$ cat config.mk
export PLATFORM = sky130hd
export DESIGN_NAME = mul256_seq
export DESIGN_NICKNAME = d
export VERILOG_FILES = /design/src/rtl/mul256_seq_pkg.sv /design/src/rtl/mul256_seq.sv
export SDC_FILE = /design/constraint.sdc
export NUM_CORES = 2
export LEC_CHECK = 0
export BUFFER_PORTS_ARGS = -buffer_cell sky130_fd_sc_hd__buf_2
export CORE_ASPECT_RATIO = 0.9
export CORE_UTILIZATION = 35
export CTS_CLUSTER_DIAMETER = 30
export DETAILED_ROUTE_END_ITERATION = 8
export GPL_ROUTABILITY_DRIVEN = 0
export GPL_TIMING_DRIVEN = 1
export PLACE_DENSITY = 0.63
export SLEW_MARGIN = 15
export SYNTH_ARGS = -nofsm -noshare
export SYNTH_HDL_FRONTEND = slang
export SYNTH_SLANG_ARGS = --single-unit
$ cat constraint.sdc
create_clock -name clk -period 5.1 [get_ports clk]
set_clock_uncertainty 0.1 [all_clocks]
set_input_delay 0.51 -clock clk [delete_from_list [all_inputs] [get_ports clk]]
set_output_delay 0.51 -clock clk [all_outputs]
set_load 0.01 [all_outputs]
$ cat src/rtl/mul256_seq_pkg.sv
// Constants and FSM encoding shared by the 256-bit multiplier and the modular-reduction stage.
// The product width is fixed at twice the operand width.
package mul256_seq_pkg;

  localparam int MUL_W  = 256;
  localparam int MUL_PW = 2 * MUL_W;

  typedef enum logic [1:0] {
    IDLE = 2'd0,
    RUN  = 2'd1,
    DONE = 2'd2
  } state_t;

endpackage

$ cat src/rtl/mul256_seq.sv
// Sequential shift-add unsigned multiplier: one multiplier bit per RUN cycle, W cycles from accept to done.
// No backpressure: start is taken only in IDLE, ignored (not queued) while busy or in DONE.
module mul256_seq
  import mul256_seq_pkg::*;
#(
  parameter int W = MUL_W
) (
  input  logic             clk,
  input  logic             rst,
  input  logic             start,
  input  logic [W-1:0]     a,
  input  logic [W-1:0]     b,
  output logic             busy,
  output logic             done,
  output logic [2*W-1:0]   p
);

  localparam int              CW   = $clog2(W) + 1;
  localparam logic [CW-1:0]   LAST = CW'(W - 1);

  state_t           r_state;
  state_t           w_state_nxt;
  logic [W-1:0]     r_mcand;
  logic [W-1:0]     r_hi;
  logic [W-1:0]     r_lo;
  logic [CW-1:0]    r_cnt;
  logic             r_busy;
  logic             r_done;
  logic [2*W-1:0]   r_p;

  logic             w_accept;
  logic             w_last;
  logic [W:0]       w_sum;
  logic [W-1:0]     w_hi_nxt;
  logic [W-1:0]     w_lo_nxt;

  assign w_accept = (r_state == IDLE) && start;
  assign w_last   = (r_state == RUN) && (r_cnt == LAST);

  // Carry bit of the add is kept and shifted down into hi, so nothing is lost.
  assign w_sum    = {1'b0, r_hi} + (r_lo[0] ? {1'b0, r_mcand} : {(W+1){1'b0}});
  assign w_hi_nxt = w_sum[W:1];
  assign w_lo_nxt = {w_sum[0], r_lo[W-1:1]};

  always_ff @(posedge clk) begin
    if (rst) begin
      r_state <= IDLE;
    end else begin
      r_state <= w_state_nxt;
    end
  end

  always_comb begin
    w_state_nxt = r_state;
    case (r_state)
      IDLE:    if (start)  w_state_nxt = RUN;
      RUN:     if (w_last) w_state_nxt = DONE;
      DONE:    w_state_nxt = IDLE;
      default: w_state_nxt = IDLE;
    endcase
  end

  always_ff @(posedge clk) begin
    if (rst) begin
      r_mcand <= '0;
      r_hi    <= '0;
      r_lo    <= '0;
      r_cnt   <= '0;
      r_busy  <= 1'b0;
      r_done  <= 1'b0;
      r_p     <= '0;
    end else begin
      r_done <= 1'b0;
      if (w_accept) begin
        r_mcand <= a;
        r_hi    <= '0;
        r_lo    <= b;
        r_cnt   <= '0;
        r_busy  <= 1'b1;
      end else if (r_state == RUN) begin
        r_hi  <= w_hi_nxt;
        r_lo  <= w_lo_nxt;
        r_cnt <= r_cnt + 1'b1;
        if (w_last) begin
          r_p    <= {w_hi_nxt, w_lo_nxt};
          r_busy <= 1'b0;
          r_done <= 1'b1;
        end
      end
    end
  end

  assign busy = r_busy;
  assign done = r_done;
  assign p    = r_p;

endmodule

==> summary.md <==
| Metric | Value |
|---|---|
| Status | `complete, but fails checks` |
| Violated checks | `design-rule violations, negative setup slack` |
| Highest routed layer | `met5` |
| Sequential area share after synthesis | `38.3%` |
| Post-synth ARST share | `0%` |
| DRC Markers | `53` |
| Post-synthesis cell area | `0.0676 mm²` |
| Final WS setup | `-0.0798 ns` |
| Largest net degree at the start of global routing | `217` |
| WL met2 | `around 140,000 µm` |
| Arrival time worst endpoint | `5.86 ns` |
| Drt total wl | `324,000 µm` |
| Port buffer count | `1,028` |
| Clk root buf | `clkbuf_16` |
| Count leader, synth | `nand2_1` |
| Fillers | `18,700` |
| Initial Utilization | `between 30 and 40%` |
| Clk_lat worst skew | `0.96 ns` |
| Slowest-stage cell, CP | `dfxtp_4` |
| Total number of vias | `77,600` |
| Worst-path cell chain | `buf_16, buf_4, and2_1, ha_2, a21oi_1, o21ai_1, o221ai_1, nand2b_1, o311ai_1, buf_4, a41oi_2, a31oi_2, o21ai_1, buf_4, a21oi_1, o21a_1, xnor2_1, a22o_1` |
| Clk sinks | `1,293` |
| Syn. warnings | `0` |
| CTS H-tree lvls | `5` |
| FP Rows | `152` |
| Critical path capture point type | `flip-flop` |
| Layout Nets | `11,500` |
| Worst Hold Class | `in2reg` |
| VDD IR max | `384 µV` |
| Yosys reg bits | `around 1,300` |
| Final Hold Fails | `0` |
| Share of cells above drive strength 1 | `17.6%` |
| Largest cells by area after synthesis | `dfxtp_1 38%, nand2_1 15%, a21oi_1 10%` |
| Measured slew at the worst slew-check pin | `approximately 1.3 ns` |
| IO Count | `1,029` |
| DPL Wire Length | `241,000 µm` |
| Die Span X | `about 470 µm` |
| CTS tree | `yes` |
| Met3 wire length | `a little under 40,000 µm` |
| Critical path startpoint category | `flip-flop` |
| Top cells by count, synth | `2,632 x nand2_1, 1,373 x a21oi_1, 1,293 x dfxtp_1, 639 x clkbuf_1, 639 x nor2_1` |
| CTS max path bufs | `4` |
| Synth top area share | `38.3%` |
| Pre-antenna DRT Iters | `9` |
| GRT Overall Usage | `31.2%` |
| Non-Filler Instances | `13,500` |
| Number of flops mapped to enable cells by yosys | `0` |
| Core Box Area | `0.191 mm²` |
| Initial DRC count | `9,717` |
| Max FO, Critical Path | `22` |
| Tcrit/Tclk final | `102%` |
| Combinational share of power | `6.6%` |
| NetSw | `8.01 mW` |
| Top FF cell, synth | `dfxtp_1` |
| Switching share of power | `24.1%` |
| Yosys cell types | `95` |
| Final Core Density | `between 40% and 50%` |
| Flop pwr share | `32.4%` |
| Placed Cells | `12,400` |
| Post-Syn Nets | `~10,000` |
| Final Critical Period | `around 5.2 ns` |
| FMAX | `193 MHz` |
| Gr ovfl total | `0` |
| Cell family with most CP delay | `compound AO/OA/AOI/OAI gates` |
| Crit path kind | `reg2reg` |
| Max Cap Viol | `0` |
| Yosys top cell by area | `dfxtp_1` |
| Slew margin rel. | `10.8%` |
| PD cells | `361 mW/mm²` |
| Multi-input logic area | `between 0.03 and 0.04 mm²` |
| Area grow syn2layout | `36.0%` |
| Mapped Cells | `between 9,000 and 10,000` |
| First-pass GRT wire length | `roughly 460,000 µm` |
| Avg Inst Size Synth | `7.29 µm²` |
| DR WL/cell | `about 24 µm` |
| Hold WS | `0.0725 ns` |
| Die height | `about 420 µm` |
| Final slew viol count | `0` |
| P_leak | `36.9 nW` |
| Initial antenna violation count | `52` |
| FF+latch area | `0.0259 mm²` |
| CP most frequent cell | `buf_4` |
| RSZ-0062 raised after global routing | `yes` |
| Req. time, crit path | `5.78 ns` |
| Post-DR vias/cell | `5.74` |
| Power share of the clock group | `61.1%` |
| Post-route total power | `33.2 mW` |
| Critical path buffers and inverters | `4` |
| Largest stage delay, worst path | `between 0.4 and 0.5 ns` |
| Setup violators final | `15` |
| Int Pwr | `25.2 mW` |
| TritonCTS buffer count | `314` |
| Wl on met1 | `between 100,000 and 150,000 µm` |
| Number of nets with antenna violations after routing | `0` |
| Vias in the first global route | `72,900` |
| Die area | `0.195 mm²` |
| Worst-path clk slew | `about 0.050 ns` |
## cell usage in the layout (no fill, tap or decap), types with 55 or more instances in the layout
cell type      instances
nor2_1               632
o21ai_0              327
o21bai_1              77
and2_1               273
buf_2               1027
nand2_1             2630
xor2_1                99
a311oi_1             258
dfxtp_1             1292
dlygate4sd3_1        517
a21o_1               107
ha_1                 248
clkinv_2              55
buf_4                224
nand3_1               75
a22o_1               129
xnor2_1              152
a21oi_1             1364
inv_1                 73
clkbuf_16            320
nand4_1              187
nor3_1                95
## logic make-up (layout without fill, tap and decap cells)
family          Yosys count  in the layout  share of synthesized area [%]
simple gates           4072           4072                           25.4
compound gates         2647           2647                           24.0
flops                  1293           1293                           38.3
buf+inv                 752           2408                           4.27
fa+ha+maj               259            259                           4.80
xor+xnor                253            253                           3.28
other cells               0             53                              0
## final timing paths
kind	start	to	slack (ns)	cells after the start
setup reg to reg	r_lo[0]	p[476]	-0.08	18
hold / removal	start	r_state[0]	0.07	3
setup / recovery	r_lo[0]	p[476]	-0.08	18
hold reg to reg	r_lo[39]	p[38]	0.33	2
## layer usage
| layer | GRT usage (%) | vias to the layer above |
|---|---|---|
| met4 | 18.7 | 10 |
| met5 | 0.596 | - |
| met2 | 47.7 | 4772 |
| met3 | 11.1 | 1144 |
| li1 | - | 35200 |
| met1 | 37.5 | 36500 |
## cell type report
type                    instances  share of cell area [%]
clock buffers                 378                    9.22
well taps                    2541                    3.46
clock inverters               166                    2.33
inverters                      74                   0.302
flip-flops and latches       1293                    28.2
diodes                         53                   0.144
multi-input cells            7231                    42.8
repair buffers               1790                    13.6
## tightest hold or removal path, stage by stage
cell and delay [ns]:
buf_2 0.11, nand2_4 0.19, a21oi_1 0.19
## timing repair
| item | in CTS | in global routing |
|---|---|---|
| buffers inserted | 0 | 7 |
| resized for setup | 15 | 85 |
| hold buffers | 517 | 0 |
| endpoints found under the hold margin | 525 | 0 |
| pin swaps | 0 | 14 |
| cloned | 0 | 3 |
| setup endpoints to repair | 27 | 148 |
## per-stage QoR
step / cell area [µm²] / worst slack (ns) / setup TNS [ns]
after floorplan: 67600 / 0.804 / 0
after global placement: 75400 / -0.0774 / -0.267
after detailed placement: 75400 / -0.137 / -0.764
after CTS: 91300 / -0.0288 / -0.0522
after global routing: 91900 / -0.0314 / -0.102
final: 92000 / -0.0798 / -0.551
## flip-flops by register name, indices dropped and copies added (netlist names)
register  count
r_state       2
r_cnt         9
r_mcand     256
done          1
busy          1
p           512
r_lo        256
r_hi        256
## power by group through the flow
stage	registers [mW]	clock network [mW]	logic (mW)
3_3_place_gp	10.9	0	1.73
5_1_grt	10.8	21.0	2.34
3_5_place_dp	10.9	0	1.76
4_1_cts	10.7	20.4	2.12
2_1_floorplan	10.8	0	1.13
6_report	10.8	20.3	2.18
No activity file was read; power rests on OpenSTA's default activity.
